===== src/rtl/dmem_pkg.sv =====
// dmem_pkg: shared types and limits for the wait-state data memory.
package dmem_pkg;
  typedef enum logic [1:0] {S_IDLE, S_WAIT, S_DONE} dmem_state_t;
  typedef enum logic {SZ_WORD, SZ_BYTE} acc_size_t;
  localparam int MAX_WAIT = 15;
endpackage


===== src/rtl/byte_lane_merge.sv =====
// byte_lane_merge: inserts a write byte into a word and extracts the read byte at a lane.
module byte_lane_merge
  import dmem_pkg::*;
#(
  parameter int DATA_W = 32,
  parameter int LW     = 2
) (
  input  logic [DATA_W-1:0] i_old,
  input  logic [7:0]        i_byte,
  input  logic [LW-1:0]     i_lane,
  input  logic              i_size,
  output logic [DATA_W-1:0] o_merged,
  output logic [7:0]        o_rbyte
);
  always_comb begin
    o_merged = i_old;
    if (i_size == SZ_BYTE) o_merged[i_lane*8 +: 8] = i_byte;
  end
  assign o_rbyte = i_old[i_lane*8 +: 8];
endmodule


===== src/rtl/dmem_waitstate.sv =====
// dmem_waitstate: byte/word data memory with req/ready handshake and fixed wait states.
// One access outstanding; request fields are latched on accept.
module dmem_waitstate
  import dmem_pkg::*;
#(
  parameter int DATA_W      = 32,
  parameter int DEPTH       = 64,
  parameter int ADDR_W      = 32,
  parameter int WAIT_STATES = 2
) (
  input  logic              i_clk,
  input  logic              i_rst_n,
  input  logic              i_req,
  input  logic              i_we,
  input  logic              i_size,
  input  logic [ADDR_W-1:0] i_addr,
  input  logic [DATA_W-1:0] i_wdata,
  output logic [DATA_W-1:0] o_rdata,
  output logic              o_ready,
  output logic              o_err,
  output logic              o_busy
);
  localparam int LANES = DATA_W / 8;
  localparam int LW    = (LANES > 1) ? $clog2(LANES) : 1;
  localparam int IW    = (DEPTH > 1) ? $clog2(DEPTH) : 1;

  generate
    if (DATA_W % 8 != 0 || WAIT_STATES > MAX_WAIT || WAIT_STATES < 0) begin : g_bad_param
      $error("dmem_waitstate: DATA_W must be a multiple of 8 and WAIT_STATES within 0..15");
    end
  endgenerate

  dmem_state_t       r_state;
  logic [3:0]        r_cnt;
  logic              r_we;
  logic              r_size;
  logic              r_err;
  logic [ADDR_W-1:0] r_addr;
  logic [DATA_W-1:0] r_wdata;
  logic [DATA_W-1:0] r_rdata;
  logic [DATA_W-1:0] r_mem [DEPTH];

  logic              w_idle;
  logic              w_we;
  logic              w_size;
  logic [ADDR_W-1:0] w_addr;
  logic [DATA_W-1:0] w_wdata;
  logic [LW-1:0]     w_lane;
  logic [ADDR_W-1:0] w_idx;
  logic              w_err;
  logic              w_commit;
  logic [DATA_W-1:0] w_word;
  logic [DATA_W-1:0] w_merged;
  logic [7:0]        w_rbyte;
  logic [DATA_W-1:0] w_wword;
  logic [DATA_W-1:0] w_rword;

  // With zero wait states the access commits on the accept edge, so it must use the live inputs.
  assign w_idle   = r_state == S_IDLE;
  assign w_we     = w_idle ? i_we    : r_we;
  assign w_size   = w_idle ? i_size  : r_size;
  assign w_addr   = w_idle ? i_addr  : r_addr;
  assign w_wdata  = w_idle ? i_wdata : r_wdata;
  assign w_lane   = w_addr[LW-1:0];
  assign w_idx    = w_addr >> LW;
  assign w_err    = (w_size == SZ_WORD && w_lane != '0) || (w_idx >= ADDR_W'(DEPTH));
  assign w_commit = (w_idle && i_req && WAIT_STATES == 0) || (r_state == S_WAIT && r_cnt == 4'd1);
  assign w_word   = r_mem[w_idx[IW-1:0]];

  byte_lane_merge #(.DATA_W(DATA_W), .LW(LW)) u_merge (
    .i_old   (w_word),
    .i_byte  (w_wdata[7:0]),
    .i_lane  (w_lane),
    .i_size  (w_size),
    .o_merged(w_merged),
    .o_rbyte (w_rbyte)
  );

  assign w_wword = (w_size == SZ_WORD) ? w_wdata : w_merged;
  assign w_rword = (w_size == SZ_BYTE) ? {{(DATA_W-8){1'b0}}, w_rbyte} : w_word;

  // RAM has no reset; a reset held across the commit edge suppresses the write.
  always_ff @(posedge i_clk) begin
    if (i_rst_n && w_commit && w_we && !w_err) r_mem[w_idx[IW-1:0]] <= w_wword;
  end

  always_ff @(posedge i_clk or negedge i_rst_n) begin
    if (!i_rst_n) begin
      r_state <= S_IDLE;
      r_cnt   <= '0;
      r_we    <= 1'b0;
      r_size  <= 1'b0;
      r_addr  <= '0;
      r_wdata <= '0;
      r_rdata <= '0;
      r_err   <= 1'b0;
    end else begin
      if (w_commit) begin
        r_err   <= w_err;
        r_rdata <= (w_err || w_we) ? '0 : w_rword;
      end
      if (w_idle && i_req) begin
        r_we    <= i_we;
        r_size  <= i_size;
        r_addr  <= i_addr;
        r_wdata <= i_wdata;
        r_cnt   <= 4'(WAIT_STATES);
        r_state <= (WAIT_STATES == 0) ? S_DONE : S_WAIT;
      end else if (r_state == S_WAIT) begin
        r_cnt <= r_cnt - 4'd1;
        if (r_cnt == 4'd1) r_state <= S_DONE;
      end else if (r_state == S_DONE) begin
        r_state <= S_IDLE;
      end
    end
  end

  assign o_rdata = r_rdata;
  assign o_ready = r_state == S_DONE;
  assign o_err   = o_ready && r_err;
  assign o_busy  = i_rst_n && (r_state == S_WAIT || (w_idle && i_req));
endmodule


===== config.mk =====
export PLATFORM = sky130hd
export DESIGN_NAME = dmem_waitstate
export DESIGN_NICKNAME = d
export VERILOG_FILES = /design/src/rtl/dmem_pkg.sv /design/src/rtl/byte_lane_merge.sv /design/src/rtl/dmem_waitstate.sv
export SDC_FILE = /design/constraint.sdc
export NUM_CORES = 2
export LEC_CHECK = 0
export BUFFER_PORTS_ARGS = -buffer_cell sky130_fd_sc_hd__buf_2
export CAP_MARGIN = 20
export CORE_MARGIN = 4
export CORE_UTILIZATION = 47
export DETAILED_ROUTE_END_ITERATION = 12
export PLACE_DENSITY = 0.63
export SLEW_MARGIN = 25
export SYNTH_ARGS = -nofsm -noshare
export SYNTH_HDL_FRONTEND = slang
export SYNTH_SLANG_ARGS = --single-unit

===== constraint.sdc =====
create_clock -name i_clk -period 12.4 [get_ports i_clk]
set_input_delay 1.24 -clock i_clk [delete_from_list [all_inputs] [get_ports i_clk]]
set_output_delay 1.24 -clock i_clk [all_outputs]
set_load 0.05 [all_outputs]

==> reports/results.tsv <==
stage	metric	value	unit
outcome	outcome	complete, no violations	
yosys	post-synth top area share	0.746	
clock_tree	postcts setup bufs	0	
global_route	first-pass GRT wire length	442000	µm
power_and_ir_drop	P per Cell Area	309	nW/µm²
floorplanning	Initial Util	0.473	
clock_tree	clk_lat worst skew	0.85	ns
floorplanning	core outline area	174000	µm²
setup_path	Crit. End Element	flip-flop	
global_route	global route overflow	0	
setup_path	CP Cell Sequence	inv_1 > ha_4 > buf_4 > mux2_8 > nand3_4 > buf_12 > buf_4 > o22ai_1 > nor4_1 > o22ai_1 > a221oi_1 > nand4_1 > o31ai_4 > buf_4	
clock_tree	post-CTS resize count	0	
yosys	cell taking the most area after synthesis	edfxtp_1	
timing	# setup viols final	0	
timing	final hold viol count	0	
setup_path	crit-path max FO	54	
timing	setup TNS	0	ns
routing	drt total wl	328000	µm
routing	via count	56608	
timing	crit path time final	7.72	ns
yosys	Ys Warns	0	
global_route	vias in the first global route	52635	
routing	DRT antenna net count	0	
routing	WL per Instance	41.5	µm
yosys	ys flop type	edfxtp_1	
setup_path	Setup Crit Path Kind	flip-flop to flip-flop	
final_layout	Final Core Density	0.540	
routing	Starting DRT DRC Count	11386	
clock_tree	H-tree depth	4	
global_route	gr usage total	0.355	
yosys	Mapped Avg Cell Area	16.0	µm²
placed_design	PortBufs	103	
timing	RSZ-0062 raised after global routing	no	
final_layout	share of cells above drive strength 1	0.165	
timing	fin. max-slew vios	0	
floorplanning	Die Width	427	µm
floorplanning	IO Pins	104	
yosys	Cells after Synth	5154	
routing	DR vias/cell	7.17	
clock_tree	CTS Hold Bufs	0	
yosys	register area share after synthesis	0.778	
routing	TritonRoute pass-1 iters	6	
setup_path	CP required	12.98	ns
final_layout	Layout Nets	5446	
power_and_ir_drop	Total Power	29000	µW
floorplanning	die height	427	µm
floorplanning	DIE AREA	182000	µm²
yosys	area of the mapped netlist	82400	µm²
placed_design	DP HPWL	184000	µm
timing	Fin Clk Skew	0.0411	ns
clock_tree	CTS tree	yes	
setup_path	WP data arrival	8.30	ns
setup_path	worst reg2reg path depth	14	
clock_tree	Root Buffer	clkbuf_16	
clock_tree	Clock Tree Buf Depth	3	
yosys	synthesis-stage register bit count	2153	
yosys	ys async rst share	0.0488	
power_and_ir_drop	Peak supply drop	0.000283	V
routing	# DRC	0	
yosys	Post-synth EDFFs	2048	
clock_tree	CTS Sinks	2153	
setup_path	CP max stage cell	o31ai_4	
timing	Fmax	129	MHz
final_layout	area growth from synthesis to layout	14.0	%
setup_path	CP most frequent cell	buf_4	
min_path	Min-Delay Path Class	input pin to async pin	
placed_design	GPL Wtd Cong	0.978	
timing	Slew HR	0.180	
power_and_ir_drop	P_leak	0.0307	µW
timing	Slew @ Worst Pin	1.23	ns
global_route	largest net degree at the start of global routing	102	
global_route	initial antenna violation count	25	
setup_path	startpoint types	flip-flop	
run	MaxCap Viol Count	0	
timing	Final period util	0.623	
floorplanning	# rows	153	
setup_path	worst stage delay on the critical path	0.95	ns
yosys	main area contributors after synthesis	edfxtp_1 (75%), o22ai_1 (4.3%), dfrtp_1 (3.2%)	
clock_tree	clk slew on worst S/H paths	0.06	ns
yosys	Net Count, Synth	5233	
clock_tree	Inserted Clock Buffers	212	
yosys	Yosys cell types	92	
## metal layers
layer,vias to the layer above,track usage,wire [µm]
met4,18,0.251,28500
met5,-,0.00188,153
met2,5828,0.496,137000
met1,28217,0.458,108000
li1,21231,-,-
met3,1314,0.128,54900
## Yosys cell counts, types with 16 or more instances
cell type  count
edfxtp_1    2048
nand2_1      578
o22ai_1      563
buf_2        202
nor2_1       176
a21oi_1      136
dfrtp_1      105
mux2i_1      102
o21ai_0      102
o221ai_1      99
mux2_2        97
clkbuf_1      78
nand3_1       76
nor3_1        57
nor4_1        50
a31oi_1       42
buf_4         41
o41ai_1       35
and3_1        33
or4_1         32
inv_1         29
o22a_1        28
a32o_1        26
a221oi_1      25
o31ai_1       24
a211oi_1      19
o211ai_1      18
buf_1         16
or3_1         16
## cells in the final DEF (no fill, tap or decap), types with 54 or more instances in the layout
cell type,netlist,routed
o221ai_1,99,99
buf_2,202,104
nand3_1,76,76
nor2_1,176,109
dfrtp_1,105,105
nand2_1,578,568
buf_4,41,231
clkbuf_16,0,217
edfxtp_1,2048,2048
nor3_1,57,54
nor2_4,0,65
mux2_2,97,95
a21oi_1,136,129
o22ai_1,563,557
mux2i_1,102,101
o21ai_0,102,100
## metrics by stage
step	hold slack [ns]	std cells	worst slack, ns	area, µm²
after floorplan	0.442	5154	5.61	82400
after CTS	0.275	7866	5.08	93900
after global placement	0.454	7473	4.14	87100
after detailed placement	0.463	7477	5.02	87200
final	0.295	7890	4.68	94000
after global routing	0.312	7873	4.84	94000
## cells by family (layout without fill, tap and decap cells)
| group | count (synthesis) | count (layout) | synth area share |
|---|---|---|---|
| DFF | 2153 | 2153 | 0.778 |
| other | 0 | 23 | 0 |
| xor gates and xnor gates | 3 | 3 | 0.000319 |
| and+or+nand+nor | 1103 | 1103 | 0.0612 |
| buffers and inverters | 376 | 764 | 0.0230 |
| adders and majority gates | 10 | 10 | 0.00152 |
| AOI/OAI and AO/OA | 1302 | 1302 | 0.108 |
| muxes | 207 | 207 | 0.0276 |
## flip-flops by register name, summed over array words and instances (netlist names), 2 cells and up
name,cells
o_rdata,32
r_cnt,4
r_addr,32
r_mem,2048
r_state,2
r_wdata,32
## final timing paths
path | from | to | slack [ns]
setup / recovery | r_state[0]$_DFFE_PN0P_ | r_mem[42][31]$_DFFE_PP_ | 4.68
hold reg to reg | r_wdata[5]$_DFFE_PN0P_ | r_wdata[5]$_DFFE_PN0P_ | 0.48
setup reg to reg | r_state[0]$_DFFE_PN0P_ | r_mem[42][31]$_DFFE_PP_ | 4.68
hold / removal | i_rst_n | r_wdata[31]$_DFFE_PN0P_ | 0.30
min in group i_clk | r_wdata[5]$_DFFE_PN0P_ | r_wdata[5]$_DFFE_PN0P_ | 0.48
max in group asynchronous | i_rst_n | o_rdata[0]$_DFFE_PN0P_ | 11.05
## area by class of cell
class	count	area (µm²)
Antenna cell	23	57.6
Clock buffer	264	5610
Inverter	29	109
Fill cell	13790	80200
Tap cell	2325	2910
Sequential cell	2153	64100
Clock inverter	125	1110
Multi-Input combinational cell	2625	17600
Timing Repair Buffer	346	2470
## where the power goes
group | leakage (µW) | switching, µW | internal [µW] | total (µW)
clock network | 0.00328 | 2750 | 3570 | 6320
logic | 0.00770 | 9380 | 2460 | 11800
registers | 0.0197 | 156 | 10700 | 10900
total | 0.0307 | 12300 | 16700 | 29000
## worst max-delay path: cells and delay by family, from the launching register on
family / cells / cell delay [ns]
flops: 1 / 0.40
buf+inv: 5 / 2.37
fa+ha+maj: 1 / 0.45
mux: 1 / 0.65
compound gates: 4 / 2.17
simple gates: 3 / 1.18
Power figures use the tool's default switching activity.
